## src/rtl/cordic_sched_pkg.sv

```systemverilog
// Shared constants and FSM encoding for the CORDIC request scheduler.
// Float constants are IEEE-754 single precision.
package cordic_sched_pkg;

   localparam int unsigned FLOAT_W    = 32;
   localparam logic [31:0] FLOAT_QNAN = 32'h7FC0_0000;
   localparam logic [31:0] FLOAT_ONE  = 32'h3F80_0000;

   typedef enum logic [1:0] {
      StIdle  = 2'd0,
      StIssue = 2'd1,
      StWait  = 2'd2,
      StResp  = 2'd3
   } sched_state_e;

endpackage

```

## src/rtl/cordic_rr_pick.sv

```systemverilog
// Combinational round-robin picker: first set request at or after i_ptr, wrapping.
// i_ptr must be below N_REQ.
module cordic_rr_pick #(
   parameter int unsigned N_REQ = 4,
   parameter int unsigned ID_W  = 2
) (
   input  logic [N_REQ-1:0] i_req,
   input  logic [ID_W-1:0]  i_ptr,
   output logic [ID_W-1:0]  o_gnt_id,
   output logic             o_any
);

   localparam logic [ID_W:0] N_W = (ID_W + 1)'(N_REQ);

   logic [2*N_REQ-1:0] w_dbl;
   logic [N_REQ-1:0]   w_rot;
   logic [ID_W-1:0]    w_off;
   logic [ID_W:0]      w_sum;
   logic               w_found;

   // Rotate so that bit 0 is the requester at i_ptr, then find the first set bit.
   always_comb begin
      w_dbl   = {i_req, i_req} >> i_ptr;
      w_rot   = w_dbl[N_REQ-1:0];
      w_off   = '0;
      w_found = 1'b0;
      for (int unsigned k = 0; k < N_REQ; k++) begin
         if (!w_found && w_rot[k]) begin
            w_found = 1'b1;
            w_off   = ID_W'(k);
         end
      end
      w_sum = {1'b0, i_ptr} + {1'b0, w_off};
      if (w_sum >= N_W) begin
         w_sum = w_sum - N_W;
      end
      o_gnt_id = w_sum[ID_W-1:0];
      o_any    = w_found;
   end

endmodule

```

## src/rtl/cordic_sched.sv

```systemverilog
// Round-robin scheduler sharing one CORDIC among N_REQ requesters, with a WAIT timeout
// that returns a NaN error response if the CORDIC never signals done.
module cordic_sched
   import cordic_sched_pkg::*;
#(
   parameter int unsigned N_REQ   = 4,
   parameter int unsigned ID_W    = 2,
   parameter int unsigned TIMEOUT = 64
) (
   input  logic                     i_clk,
   input  logic                     i_rst_n,
   input  logic [N_REQ-1:0]         i_req_valid,
   input  logic [FLOAT_W*N_REQ-1:0] i_req_angle,
   output logic [N_REQ-1:0]         o_req_ready,
   output logic                     o_resp_valid,
   output logic [ID_W-1:0]          o_resp_id,
   output logic [FLOAT_W-1:0]       o_resp_cos,
   output logic [FLOAT_W-1:0]       o_resp_sin,
   output logic                     o_resp_err,
   output logic                     o_busy,
   output logic                     o_cor_valid_in,
   output logic [FLOAT_W-1:0]       o_cor_angle,
   input  logic                     i_cor_done,
   input  logic [FLOAT_W-1:0]       i_cor_cos,
   input  logic [FLOAT_W-1:0]       i_cor_sin
);

   localparam int unsigned      CNT_W    = $clog2(TIMEOUT);
   localparam logic [CNT_W-1:0] CNT_LAST = CNT_W'(TIMEOUT - 1);
   localparam logic [ID_W-1:0]  ID_LAST  = ID_W'(N_REQ - 1);

   sched_state_e r_state;
   sched_state_e w_state_nxt;

   logic [ID_W-1:0]    r_rr_ptr;
   logic [ID_W-1:0]    r_gnt_id;
   logic [CNT_W-1:0]   r_cnt;
   logic [ID_W-1:0]    w_pick_id;
   logic               w_pick_any;
   logic [FLOAT_W-1:0] w_pick_angle;
   logic               w_take;
   logic               w_timeout;
   logic [N_REQ-1:0]   w_req_ready_d;
   logic               w_cor_valid_d;
   logic               w_resp_valid_d;
   logic               w_busy_d;

   cordic_rr_pick #(
      .N_REQ (N_REQ),
      .ID_W  (ID_W)
   ) u_pick (
      .i_req    (i_req_valid),
      .i_ptr    (r_rr_ptr),
      .o_gnt_id (w_pick_id),
      .o_any    (w_pick_any)
   );

   always_comb begin
      w_pick_angle = '0;
      for (int unsigned i = 0; i < N_REQ; i++) begin
         if (w_pick_id == ID_W'(i)) begin
            w_pick_angle = i_req_angle[i*FLOAT_W +: FLOAT_W];
         end
      end
   end

   assign w_take    = (r_state == StIdle) && w_pick_any;
   assign w_timeout = (r_cnt == CNT_LAST);

   always_ff @(posedge i_clk) begin
      if (!i_rst_n) begin
         r_state <= StIdle;
      end else begin
         r_state <= w_state_nxt;
      end
   end

   // A done pulse outside WAIT is never looked at; done beats a same-cycle timeout.
   always_comb begin
      w_state_nxt = r_state;
      unique case (r_state)
         StIdle:  if (w_pick_any) w_state_nxt = StIssue;
         StIssue: w_state_nxt = StWait;
         StWait:  if (i_cor_done || w_timeout) w_state_nxt = StResp;
         StResp:  w_state_nxt = StIdle;
         default: w_state_nxt = StIdle;
      endcase
   end

   // Outputs are decoded from the next state and registered below.
   always_comb begin
      w_req_ready_d  = '0;
      w_cor_valid_d  = 1'b0;
      w_resp_valid_d = 1'b0;
      w_busy_d       = (w_state_nxt != StIdle);
      unique case (w_state_nxt)
         StIssue: begin
            w_cor_valid_d = 1'b1;
            w_req_ready_d = N_REQ'(1) << w_pick_id;
         end
         StResp:  w_resp_valid_d = 1'b1;
         default: ;
      endcase
   end

   always_ff @(posedge i_clk) begin
      if (!i_rst_n) begin
         r_rr_ptr       <= '0;
         r_gnt_id       <= '0;
         r_cnt          <= '0;
         o_req_ready    <= '0;
         o_cor_valid_in <= 1'b0;
         o_cor_angle    <= '0;
         o_busy         <= 1'b0;
         o_resp_valid   <= 1'b0;
         o_resp_id      <= '0;
         o_resp_cos     <= '0;
         o_resp_sin     <= '0;
         o_resp_err     <= 1'b0;
      end else begin
         o_req_ready    <= w_req_ready_d;
         o_cor_valid_in <= w_cor_valid_d;
         o_busy         <= w_busy_d;
         o_resp_valid   <= w_resp_valid_d;

         if (w_take) begin
            r_gnt_id    <= w_pick_id;
            o_cor_angle <= w_pick_angle;
         end

         if (r_state == StIssue) begin
            r_rr_ptr <= (r_gnt_id == ID_LAST) ? '0 : r_gnt_id + 1'b1;
            r_cnt    <= '0;
         end else if (r_state == StWait) begin
            r_cnt <= r_cnt + 1'b1;
         end

         if ((r_state == StWait) && (w_state_nxt == StResp)) begin
            o_resp_id <= r_gnt_id;
            if (i_cor_done) begin
               o_resp_cos <= i_cor_cos;
               o_resp_sin <= i_cor_sin;
               o_resp_err <= 1'b0;
            end else begin
               o_resp_cos <= FLOAT_QNAN;
               o_resp_sin <= FLOAT_QNAN;
               o_resp_err <= 1'b1;
            end
         end
      end
   end

endmodule
```

## config.mk

```make
export PLATFORM = sky130hd
export DESIGN_NAME = cordic_sched
export DESIGN_NICKNAME = d
export VERILOG_FILES = /design/src/rtl/cordic_sched_pkg.sv /design/src/rtl/cordic_rr_pick.sv /design/src/rtl/cordic_sched.sv
export SDC_FILE = /design/constraint.sdc
export NUM_CORES = 1
export LEC_CHECK = 0
export ABC_AREA = 1
export CAP_MARGIN = 10
export CORE_ASPECT_RATIO = 0.9
export CORE_MARGIN = 2
export CORE_UTILIZATION = 30
export CTS_CLUSTER_DIAMETER = 50
export DETAILED_ROUTE_END_ITERATION = 16
export GPL_ROUTABILITY_DRIVEN = 1
export GPL_TIMING_DRIVEN = 0
export HOLD_SLACK_MARGIN = 0.15
export SLEW_MARGIN = 5
export SYNTH_ARGS = -nofsm -noshare
export SYNTH_HDL_FRONTEND = slang
export SYNTH_SLANG_ARGS = --single-unit
```

## constraint.sdc

```tcl
create_clock -name i_clk -period 5.1 [get_ports i_clk]
set_input_delay 1.02 -clock i_clk [delete_from_list [all_inputs] [get_ports i_clk]]
set_output_delay 1.02 -clock i_clk [all_outputs]
set_load 0.01 [all_outputs]
```

==> metrics.csv, run 1 <==
metric,value,unit
status,"complete, no violations",
Avg Synthesized Cell Area,7.00,µm²
gr usage total,21.1,%
largest family of logic cells by synthesized area,simple AND/OR/NAND/NOR gates,
slowest CP cell,clkbuf_1,
Slew headroom,49.3,%
final wirelength,22000,µm
top_reg_cell synth,dfxtp_1,
# setup viols final,0,
Mapped Area,5830,µm²
xor/xnor share of the synthesized area,0.150,%
site row count,48,
number of fill cells in the layout,1933,
CTS tree,built,
Placer Congestion,0.895,
Max Cap Viol,0,
"Max FO, Critical Path",10,
initial DRC count,253,
"Largest delay share family, worst path",buffers and inverters,
Ys Warns,0,
drt via density,4.70,
Die Y,136,µm
Power Density,597,nW/µm²
worst min path class,flop to flop,
CTS Buf Count,17,
Die Wd,151,µm
area delta synth->final,67.6,%
max-slew violation count,0,
Setup TNS,0,ps
first-pass GRT wire length,33300,µm
TritonCTS Sinks,118,
Final min period,3610,ps
CTS max path bufs,2,
Nets,1361,
"commonest non-fill, non-tap cell in the layout",clkdlybuf4s50_1,
Post-CTS Setup Bufs,0,
clock root buffer,clkbuf_16,
Final Cycle Share,70.8,%
Post-DRT Antenna Nets,0,
Worst setup EP type,flop,
Hold Fails Final Rpt,0,
Leak,3.87,nW
post-CTS sizing,0,
Yosys cell types,31,
Max Fclk,277,MHz
die area,20600,µm²
layout cells sized above 1,8.22,%
Post-synth EDFFs,0,
"commonest non-fill, non-tap cells in the layout","clkdlybuf4s50_1 (304), nand2_1 (219), dfxtp_1 (118)",
PortBufs,304,
Syn Nets,1038,
Pre-antenna DRT Iters,4,
drt drc,0,
Max IR drop VDD,0.262,mV
Compound-Gate Fraction of Synth Area,12.9,%
Worst setup SP type,input pin,
multiplexer share of the synthesized area,0.172,%
Critical Path Max Stage Delay,520,ps
hold_buf cts,0,
"FFs w/ async S/R, synth",0,%
Cells after Synth,832,
CP arrival,3960,ps
RSZ-0062 raised after global routing,no,
Core Region,19100,µm²
Post-Synth Adder-Cell Area,1.50,%
Critical Path RT,5450,ps
later-pin clock latency in the skew report,420,ps
total power,0.00583,W
routed via count,6671,
vias in the first global route,6293,
post-DR wirelength/cell,15.5,µm
I/O pin count,305,
CTS HTree Levels,4,
buffers and inverters on the worst path,4,
Detailed Place HPWL,16900,µm
clock skew,8.05,ps
GRT overflow,0,
WS Path Type,input pin to flop,
clk slew on worst S/H paths,60,ps
CP cell instances,"clkdlybuf4s50_1, nand2_1, nand3_1, nand2_1, nand3_1, a21boi_0, ha_1, clkbuf_1, clkbuf_1, clkbuf_1, nand4_1, nand3_1, nand2_1, a21oi_1",
Synth Register Bits,118,
slew of the pin with the lowest slew margin,760,ps
pin count of the biggest net entering global routing,17,
initial core utilization,30.5,%
initial antenna violation count,1,
simple-gate share of the synthesized area,34.0,%
sequential fraction of the synthesis area,40.5,%
-- stage by stage --
stage / hold WS [ps] / setup WS, ps / cells / cell area (µm²) / utilization, %
after global routing: 476 / 1210 / 1419 / 9760 / 51.1
after CTS: 452 / 1510 / 1418 / 9760 / 51.1
final: 450 / 1490 / 1419 / 9760 / 51.1
after detailed placement: 445 / 1070 / 1386 / 9180 / 48.1
after floorplan: 421 / 2280 / 832 / 5830 / -
after global placement: 442 / 1100 / 1386 / 9180 / 48.1
-- area by class of cell --
cell class | instances | area (µm²) | area share, %
antenna | 1 | 2.50 | 0.0256
buffer | 63 | 344 | 3.52
clock buffer | 17 | 425 | 4.36
clock inverter | 15 | 154 | 1.58
inverter | 75 | 283 | 2.90
multi-input combinational | 576 | 2840 | 29.1
sequential | 118 | 2360 | 24.2
tap | 250 | 313 | 3.20
timing repair buffer | 304 | 3040 | 31.2
-- kinds of logic (layout without fill, tap and decap cells) --
| logic type | Yosys count | count (layout) |
|---|---|---|
| simple gates | 421 | 421 |
| compound gates | 146 | 146 |
| buf+inv | 138 | 474 |
| flops | 118 | 118 |
| fa+ha+maj | 7 | 7 |
| xor+xnor | 1 | 1 |
| mux | 1 | 1 |
| other cells | 0 | 1 |
-- worst paths after layout --
check	from	endpoint	slack (ps)	cells after the start
worst max-delay path	i_req_valid[1]	o_cor_angle[4]	1490	14
worst min-delay path	r_cnt[5]	r_cnt[5]	450	1
worst max register to register	r_rr_ptr[0]	o_cor_angle[4]	2060	13
worst min register to register	r_cnt[5]	r_cnt[5]	450	1
-- state kept, by name, summed over array words and instances, names as in the netlist --
name,flops
o_cor_angle,32
o_resp_cos,32
o_resp_sin,32
r_cnt,6
o_req_ready,4
o_resp_id,2
r_gnt_id,2
r_rr_ptr,2
r_state,2
o_busy,1
o_cor_valid_in,1
o_resp_err,1
o_resp_valid,1
-- Yosys cell counts, types with 8 or more instances --
cell type / number / area, µm²
a21oi_1: 79 / 395
buf_2: 8 / 40.0
buf_4: 10 / 75.1
buf_6: 8 / 90.1
clkbuf_1: 33 / 124
dfxtp_1: 118 / 2360
inv_1: 70 / 263
nand2_1: 219 / 822
nand3_1: 63 / 315
nand3_2: 20 / 200
nand4_1: 47 / 294
nor2_1: 40 / 150
nor3_1: 22 / 110
o21ai_0: 57 / 285
-- layer usage --
metal,wire (µm),global-route usage (%)
met4,647,8.62
met2,10100,33.5
met5,0,0
met1,9460,26.1
met3,1770,7.28
-- power breakdown --
part | internal (W) | switching (W) | leakage (nW)
logic | 0.00128 | 0.00217 | 2.64
registers | 0.00111 | 0.0000957 | 0.960
clock network | 0.000718 | 0.000455 | 0.275
total | 0.00311 | 0.00272 | 3.87
No activity file was read; power rests on OpenSTA's default activity.
==> inputs of run 2 (changes only) <==
- clock period: 5.1 -> 3.7 ns (I/O delays scaled with it)
==> results of run 2 <==
Same layout as run 1 (identical final DEF). Status: complete, no violations.
Main changes from that run: setup slack after placement 1070 ps -> -46.8 ps; setup slack after layout 1490 ps -> 370 ps; register-to-register setup slack 2060 ps -> 660 ps; total power 0.00583 W -> 0.00803 W; worst IR drop on VDD 0.262 mV -> 0.362 mV
